**config.mk**
```make
export PLATFORM = sky130hd
export DESIGN_NAME = cache_block_streamer
export DESIGN_NICKNAME = d
export VERILOG_FILES = /design/src/rtl/cache_block_streamer.sv
export SDC_FILE = /design/constraint.sdc
export NUM_CORES = 1
export LEC_CHECK = 0
export BUFFER_PORTS_ARGS = -buffer_cell sky130_fd_sc_hd__buf_2
export CAP_MARGIN = 20
export CORE_ASPECT_RATIO = 0.8
export CORE_MARGIN = 4
export CORE_UTILIZATION = 55
export DETAILED_ROUTE_END_ITERATION = 10
export GPL_ROUTABILITY_DRIVEN = 0
export PLACE_DENSITY = 0.8
export SYNTH_ARGS = -nofsm -noshare
export SYNTH_HDL_FRONTEND = slang
export SYNTH_SLANG_ARGS = --single-unit
export TNS_END_PERCENT = 5
```
**constraint.sdc**
```tcl
create_clock -name clk -period 6.2 [get_ports clk]
set_clock_uncertainty 0.1 [all_clocks]
set_input_delay 1.86 -clock clk [delete_from_list [all_inputs] [get_ports clk]]
set_output_delay 1.86 -clock clk [all_outputs]
set_load 0.1 [all_outputs]
```
**src/rtl/cache_block_streamer.sv**
```systemverilog
// Streams a burst of consecutive cache blocks out of a single-port RAM into a
// valid/ready channel, keeping at most two blocks buffered or in flight.
module cache_block_streamer #(
    parameter int WIDTH    = 8,
    parameter int DEPTH    = 64,
    parameter int LG_DEPTH = 6
) (
    input  logic                clk,
    input  logic                rst_n,
    input  logic                req_valid,
    output logic                req_ready,
    input  logic [LG_DEPTH-1:0] req_addr,
    input  logic [LG_DEPTH:0]   req_count,
    output logic                ram_en,
    output logic [LG_DEPTH-1:0] ram_addr,
    input  logic [WIDTH-1:0]    ram_dout,
    output logic                out_valid,
    input  logic                out_ready,
    output logic [WIDTH-1:0]    out_data,
    output logic                out_last,
    output logic                done
);

    typedef enum logic [0:0] {
        IDLE   = 1'b0,
        STREAM = 1'b1
    } state_t;

    state_t              state_r, state_s;
    logic [LG_DEPTH-1:0] addr_r;
    logic [LG_DEPTH:0]   remaining_r;
    logic                inflight_r;
    logic                inflight_last_r;
    logic [WIDTH-1:0]    fifo_data_r [2];
    logic                fifo_last_r [2];
    logic                rd_ptr_r;
    logic                wr_ptr_r;
    logic [1:0]          fifo_cnt_r;
    logic                done_r;

    logic                accept_s;
    logic                valid_s;
    logic [WIDTH-1:0]    head_data_s;
    logic                head_last_s;
    logic                pop_s;
    logic                fifo_pop_s;
    logic                push_s;
    logic [1:0]          total_s;
    logic                issue_s;

    // The returning read word acts as a virtual head entry while the FIFO is
    // empty, so the first block is visible the cycle its RAM data arrives.
    always_comb begin
        accept_s    = 1'b0;
        valid_s     = 1'b0;
        head_data_s = fifo_data_r[rd_ptr_r];
        head_last_s = fifo_last_r[rd_ptr_r];
        pop_s       = 1'b0;
        fifo_pop_s  = 1'b0;
        push_s      = 1'b0;
        total_s     = 2'd0;
        issue_s     = 1'b0;

        accept_s = (state_r == IDLE) && req_valid;
        valid_s  = (fifo_cnt_r != 2'd0) || inflight_r;
        if (fifo_cnt_r != 2'd0) begin
            head_data_s = fifo_data_r[rd_ptr_r];
            head_last_s = fifo_last_r[rd_ptr_r];
        end else if (inflight_r) begin
            head_data_s = ram_dout;
            head_last_s = inflight_last_r;
        end else begin
            head_data_s = fifo_data_r[rd_ptr_r];
            head_last_s = fifo_last_r[rd_ptr_r];
        end
        pop_s      = valid_s && out_ready;
        fifo_pop_s = pop_s && (fifo_cnt_r != 2'd0);
        push_s     = inflight_r && !(pop_s && (fifo_cnt_r == 2'd0));
        total_s    = fifo_cnt_r + {1'b0, inflight_r} - {1'b0, pop_s};
        issue_s    = (state_r == STREAM) && (remaining_r != (LG_DEPTH+1)'(0))
                     && (total_s < 2'd2);
    end

    // Next-state logic: leave STREAM only when the final beat is accepted.
    always_comb begin
        state_s = state_r;
        case (state_r)
            IDLE: begin
                if (accept_s && (req_count != (LG_DEPTH+1)'(0))) begin
                    state_s = STREAM;
                end else begin
                    state_s = IDLE;
                end
            end
            STREAM: begin
                if (pop_s && head_last_s) begin
                    state_s = IDLE;
                end else begin
                    state_s = STREAM;
                end
            end
            default: state_s = IDLE;
        endcase
    end

    // State, burst counters, in-flight tracking and output FIFO storage.
    always_ff @(posedge clk) begin
        if (!rst_n) begin
            state_r         <= IDLE;
            addr_r          <= '0;
            remaining_r     <= '0;
            inflight_r      <= 1'b0;
            inflight_last_r <= 1'b0;
            fifo_data_r[0]  <= '0;
            fifo_data_r[1]  <= '0;
            fifo_last_r[0]  <= 1'b0;
            fifo_last_r[1]  <= 1'b0;
            rd_ptr_r        <= 1'b0;
            wr_ptr_r        <= 1'b0;
            fifo_cnt_r      <= 2'd0;
            done_r          <= 1'b0;
        end else begin
            state_r <= state_s;
            done_r  <= (accept_s && (req_count == (LG_DEPTH+1)'(0)))
                       || ((state_r == STREAM) && pop_s && head_last_s);
            if (accept_s) begin
                addr_r      <= req_addr;
                remaining_r <= req_count;
            end else if (issue_s) begin
                addr_r      <= addr_r + LG_DEPTH'(1);
                remaining_r <= remaining_r - (LG_DEPTH+1)'(1);
            end
            inflight_r      <= issue_s;
            inflight_last_r <= issue_s && (remaining_r == (LG_DEPTH+1)'(1));
            if (push_s) begin
                fifo_data_r[wr_ptr_r] <= ram_dout;
                fifo_last_r[wr_ptr_r] <= inflight_last_r;
                wr_ptr_r              <= ~wr_ptr_r;
            end
            if (fifo_pop_s) begin
                rd_ptr_r <= ~rd_ptr_r;
            end
            fifo_cnt_r <= fifo_cnt_r + {1'b0, push_s} - {1'b0, fifo_pop_s};
        end
    end

    assign req_ready = (state_r == IDLE);
    assign ram_en    = issue_s;
    assign ram_addr  = addr_r;
    assign out_valid = valid_s;
    assign out_data  = head_data_s;
    assign out_last  = head_last_s;
    assign done      = done_r;

endmodule

```
==> Implementation_results.wiki <==
{| class="wikitable"
! Metric !! Value
|-
| WL final || between 4000 and 5000 um
|-
| Clock slew seen by the registers of the worst setup and hold paths || approximately 0.08 ns
|-
| Layout-stage area growth over the synthesis result || 15.8%
|-
| Number of antenna repair diodes || 0
|-
| Antenna violations before repair || 0
|-
| Count of endpoints failing setup in the final report || 0
|-
| Setup repair after global routing missed its margin || no
|-
| CTS tree || done
|-
| Maximum root-to-sink buffer count || 2
|-
| Post-CTS Hold Fix Bufs || 0
|-
| Via density || ~5.6
|-
| Synth area leader || dfxtp_1
|-
| Post-synth ARST share || 0%
|-
| Biggest area contributors in the synthesized netlist || dfxtp_1 22%, edfxtp_1 22%, and2_1 6.9%
|-
| Yosys synthesis warning count || 0
|-
| Sequential element share of the synthesized area || 43.9%
|-
| Max Cap Violations || 0
|-
| Global route overflow || 0
|-
| Detailed Route Iter0 Violations || roughly 190
|-
| Via count || 1828
|-
| Number of sinks on the clock net || 40
|-
| DIE AREA || 5060 um2
|-
| Setup Total Neg Slack || 0 ns
|-
| Gate count after technology mapping || 232
|-
| Cell at the root of the clock tree || clkbuf_8
|-
| Final HPWL DP || ~3400 um
|-
| WS Path Type || in2out
|-
| Flip-flop and latch count after synthesis || 40
|-
| Proportion of layout cells with a drive suffix above 1 || 21.2%
|-
| Peak ir drop on the vdd network || between 0.2 and 0.25 mV
|-
| Most common library cell in the layout ignoring fill and taps || buf_2
|-
| DP Worst Slack || ~0.8 ns
|-
| Worst Path Max Fanout || 4
|-
| Overall power consumption || 1030 uW
|-
| Number of hold-slack violations in the final timing report || 0
|-
| Number of enable flip-flop cells after synthesis || 16
|-
| Width of the die || approximately 79 um
|-
| Final worst path period share || approximately 87%
|-
| Max Clock Freq || roughly 190 MHz
|-
| Number of top-level pins || 44
|-
| Post-Syn Nets || ~260
|-
| Hold crit path type || reg2reg
|-
| Area of the mapped netlist || between 2000 and 2500 um2
|-
| Yosys top cell area share || a little over a fifth
|-
| Primary FF master, synth || dfxtp_1
|-
| Initial core utilization || 57.5%
|-
| Critical Path AT || between 3 and 4 ns
|-
| Detailed-routing iteration count for the pre-antenna-repair pass || 4
|-
| Count of buffers inserted at the top-level ports || 43
|-
| Final count of pins violating max slew || 0
|-
| Mean instance size in the synthesized netlist || around 9.4 um2
|-
| Pin count of the biggest net entering global routing || 33
|-
| Run status || completed
|-
| Data required time at the worst endpoint || around 4.2 ns
|-
| Commonest cells after routing, fill and taps aside || 43 x buf_2, 24 x and2_1, 24 x dfxtp_1, 19 x o21ai_0
|-
| Clock latency of the later-clocked register in the worst-skew pair || 0.29 ns
|-
| P_leak || 0.00103 uW
|-
| Floorplan row count || 20
|-
| Post-layout nets || between 200 and 300
|-
| Vertical extent of the die || ~64 um
|-
| Routed length per instance || approximately 15 um
|-
| R2r setup slk || approximately 3.4 ns
|-
| Number of nets with antenna violations after routing || 0
|-
| Minimum setup slack in the final design || 0.820 ns
|-
| Number of unique standard cell types used by synthesis || 46
|-
| Post-CTS setup repair buffer count || 0
|-
| Num CTS Buffers || 5
|-
| Headroom to the max-slew limit || approximately 37%
|-
| Core region area || between 3000 and 4000 um2
|-
| Crit start category || input pin
|-
| Pwr dens || just over 400 nW/um2
|-
| Number of levels in the clock H-tree || 2
|-
| Min Tclk post-route || 5.38 ns
|-
| Global-route wire length before repair || 8350 um
|-
| Via count of the first global-routing pass || 1758
|-
| # DRC || 0
|-
| Slew @ Worst Pin || between 0.9 and 1 ns
|-
| Count of instances resized after the clock tree is built || 0
|-
| Total track usage || a little over a fifth
|-
| Kind of capture point of the worst setup path || primary output
|}
[cell usage after synthesis, types with 3 or more instances]
| master | n |
|---|---|
| mux2i_1 | 10 |
| nor3_1 | 5 |
| o211ai_1 | 3 |
| nand4_1 | 3 |
| o31ai_1 | 4 |
| nand2_1 | 16 |
| nor2b_1 | 4 |
| nand2b_1 | 8 |
| and3_1 | 4 |
| ha_1 | 6 |
| nand3_1 | 6 |
| nor2_1 | 5 |
| clkbuf_1 | 11 |
| or4_1 | 4 |
| nor4_1 | 7 |
| edfxtp_1 | 16 |
| xnor2_1 | 4 |
| inv_1 | 7 |
| a31oi_1 | 7 |
| o21ai_0 | 19 |
| dfxtp_1 | 24 |
| and4_1 | 3 |
| xor2_1 | 3 |
| and2_1 | 24 |
[where the power goes]
group	total [uW]	switching (uW)	leakage [uW]	internal [uW]
registers	339	35.4	0.000363	304
logic	483	367	0.000613	116
clock network	211	91.6	0.0000541	119
total	1030	494	0.00103	538
[worst max-delay path, cell delays in order]
cell,delay (ns)
buf_2,0.11
and2_1,0.13
ha_1,0.27
nor2b_1,0.20
xor2_1,0.13
nor3_2,0.24
buf_2,0.48
[per-stage QoR]
step | area (um2) | util, % | hold slack [ns] | std cells
2_1_floorplan | 2190 | - | 0.345 | 232
3_3_place_gp | 2420 | 63.7 | 0.356 | 316
3_5_place_dp | 2420 | 63.7 | 0.375 | 316
4_1_cts | 2530 | 66.6 | 0.380 | 324
5_1_grt | 2530 | 66.6 | 0.430 | 324
6_report | 2530 | 66.6 | 0.381 | 324
[routing by layer]
metal | up-vias | global-route usage (%) | part of all wire (%)
li1 | 927 | - | -
met1 | 844 | 29.6 | 47
met2 | 52 | 32.4 | 46
met3 | 5 | 4.23 | 6.1
met4 | 0 | 6.55 | 1.1
met5 | - | 0 | 0
[flip-flops by register name, indices dropped and copies added, names as in the netlist, named ones only]
signal and count:
fifo_data_r 16, remaining_r 7, ram_addr 6, fifo_cnt_r 2, fifo_last_r 2, done 1, inflight_last_r 1, inflight_r 1
rd_ptr_r 1, state_r 1, wr_ptr_r 1
[path summary, 6_finish.rpt]
check,depth (start not counted),end,start
worst max-delay path,7,ram_en,out_ready
worst min-delay path,2,fifo_last_r[1],fifo_last_r[1]
worst max register to register,7,ram_addr[0],inflight_r
worst min register to register,2,fifo_last_r[1],fifo_last_r[1]
[final cells by class]
| type | count | area [um2] |
|---|---|---|
| inverter | 7 | 26.3 |
| sequential | 40 | 961 |
| multi-input combinational | 169 | 1130 |
| clock buffer | 5 | 68.8 |
| timing repair buffer | 45 | 230 |
| clock inverter | 3 | 42.5 |
| tap | 55 | 68.8 |
| fill | 343 | 1270 |
[logic make-up (layout without fill, tap and decap cells)]
group | after synthesis | after routing | synth area share (%)
adders and majority gates | 6 | 6 | 3.43
xor gates and xnor gates | 7 | 7 | 2.80
buffers and inverters | 23 | 60 | 4.41
muxes | 10 | 10 | 4.58
and+or+nand+nor | 98 | 98 | 26.3
DFF | 40 | 40 | 43.9
AOI/OAI and AO/OA | 48 | 48 | 14.6
Note: power is estimated with default switching activity, not from simulation.
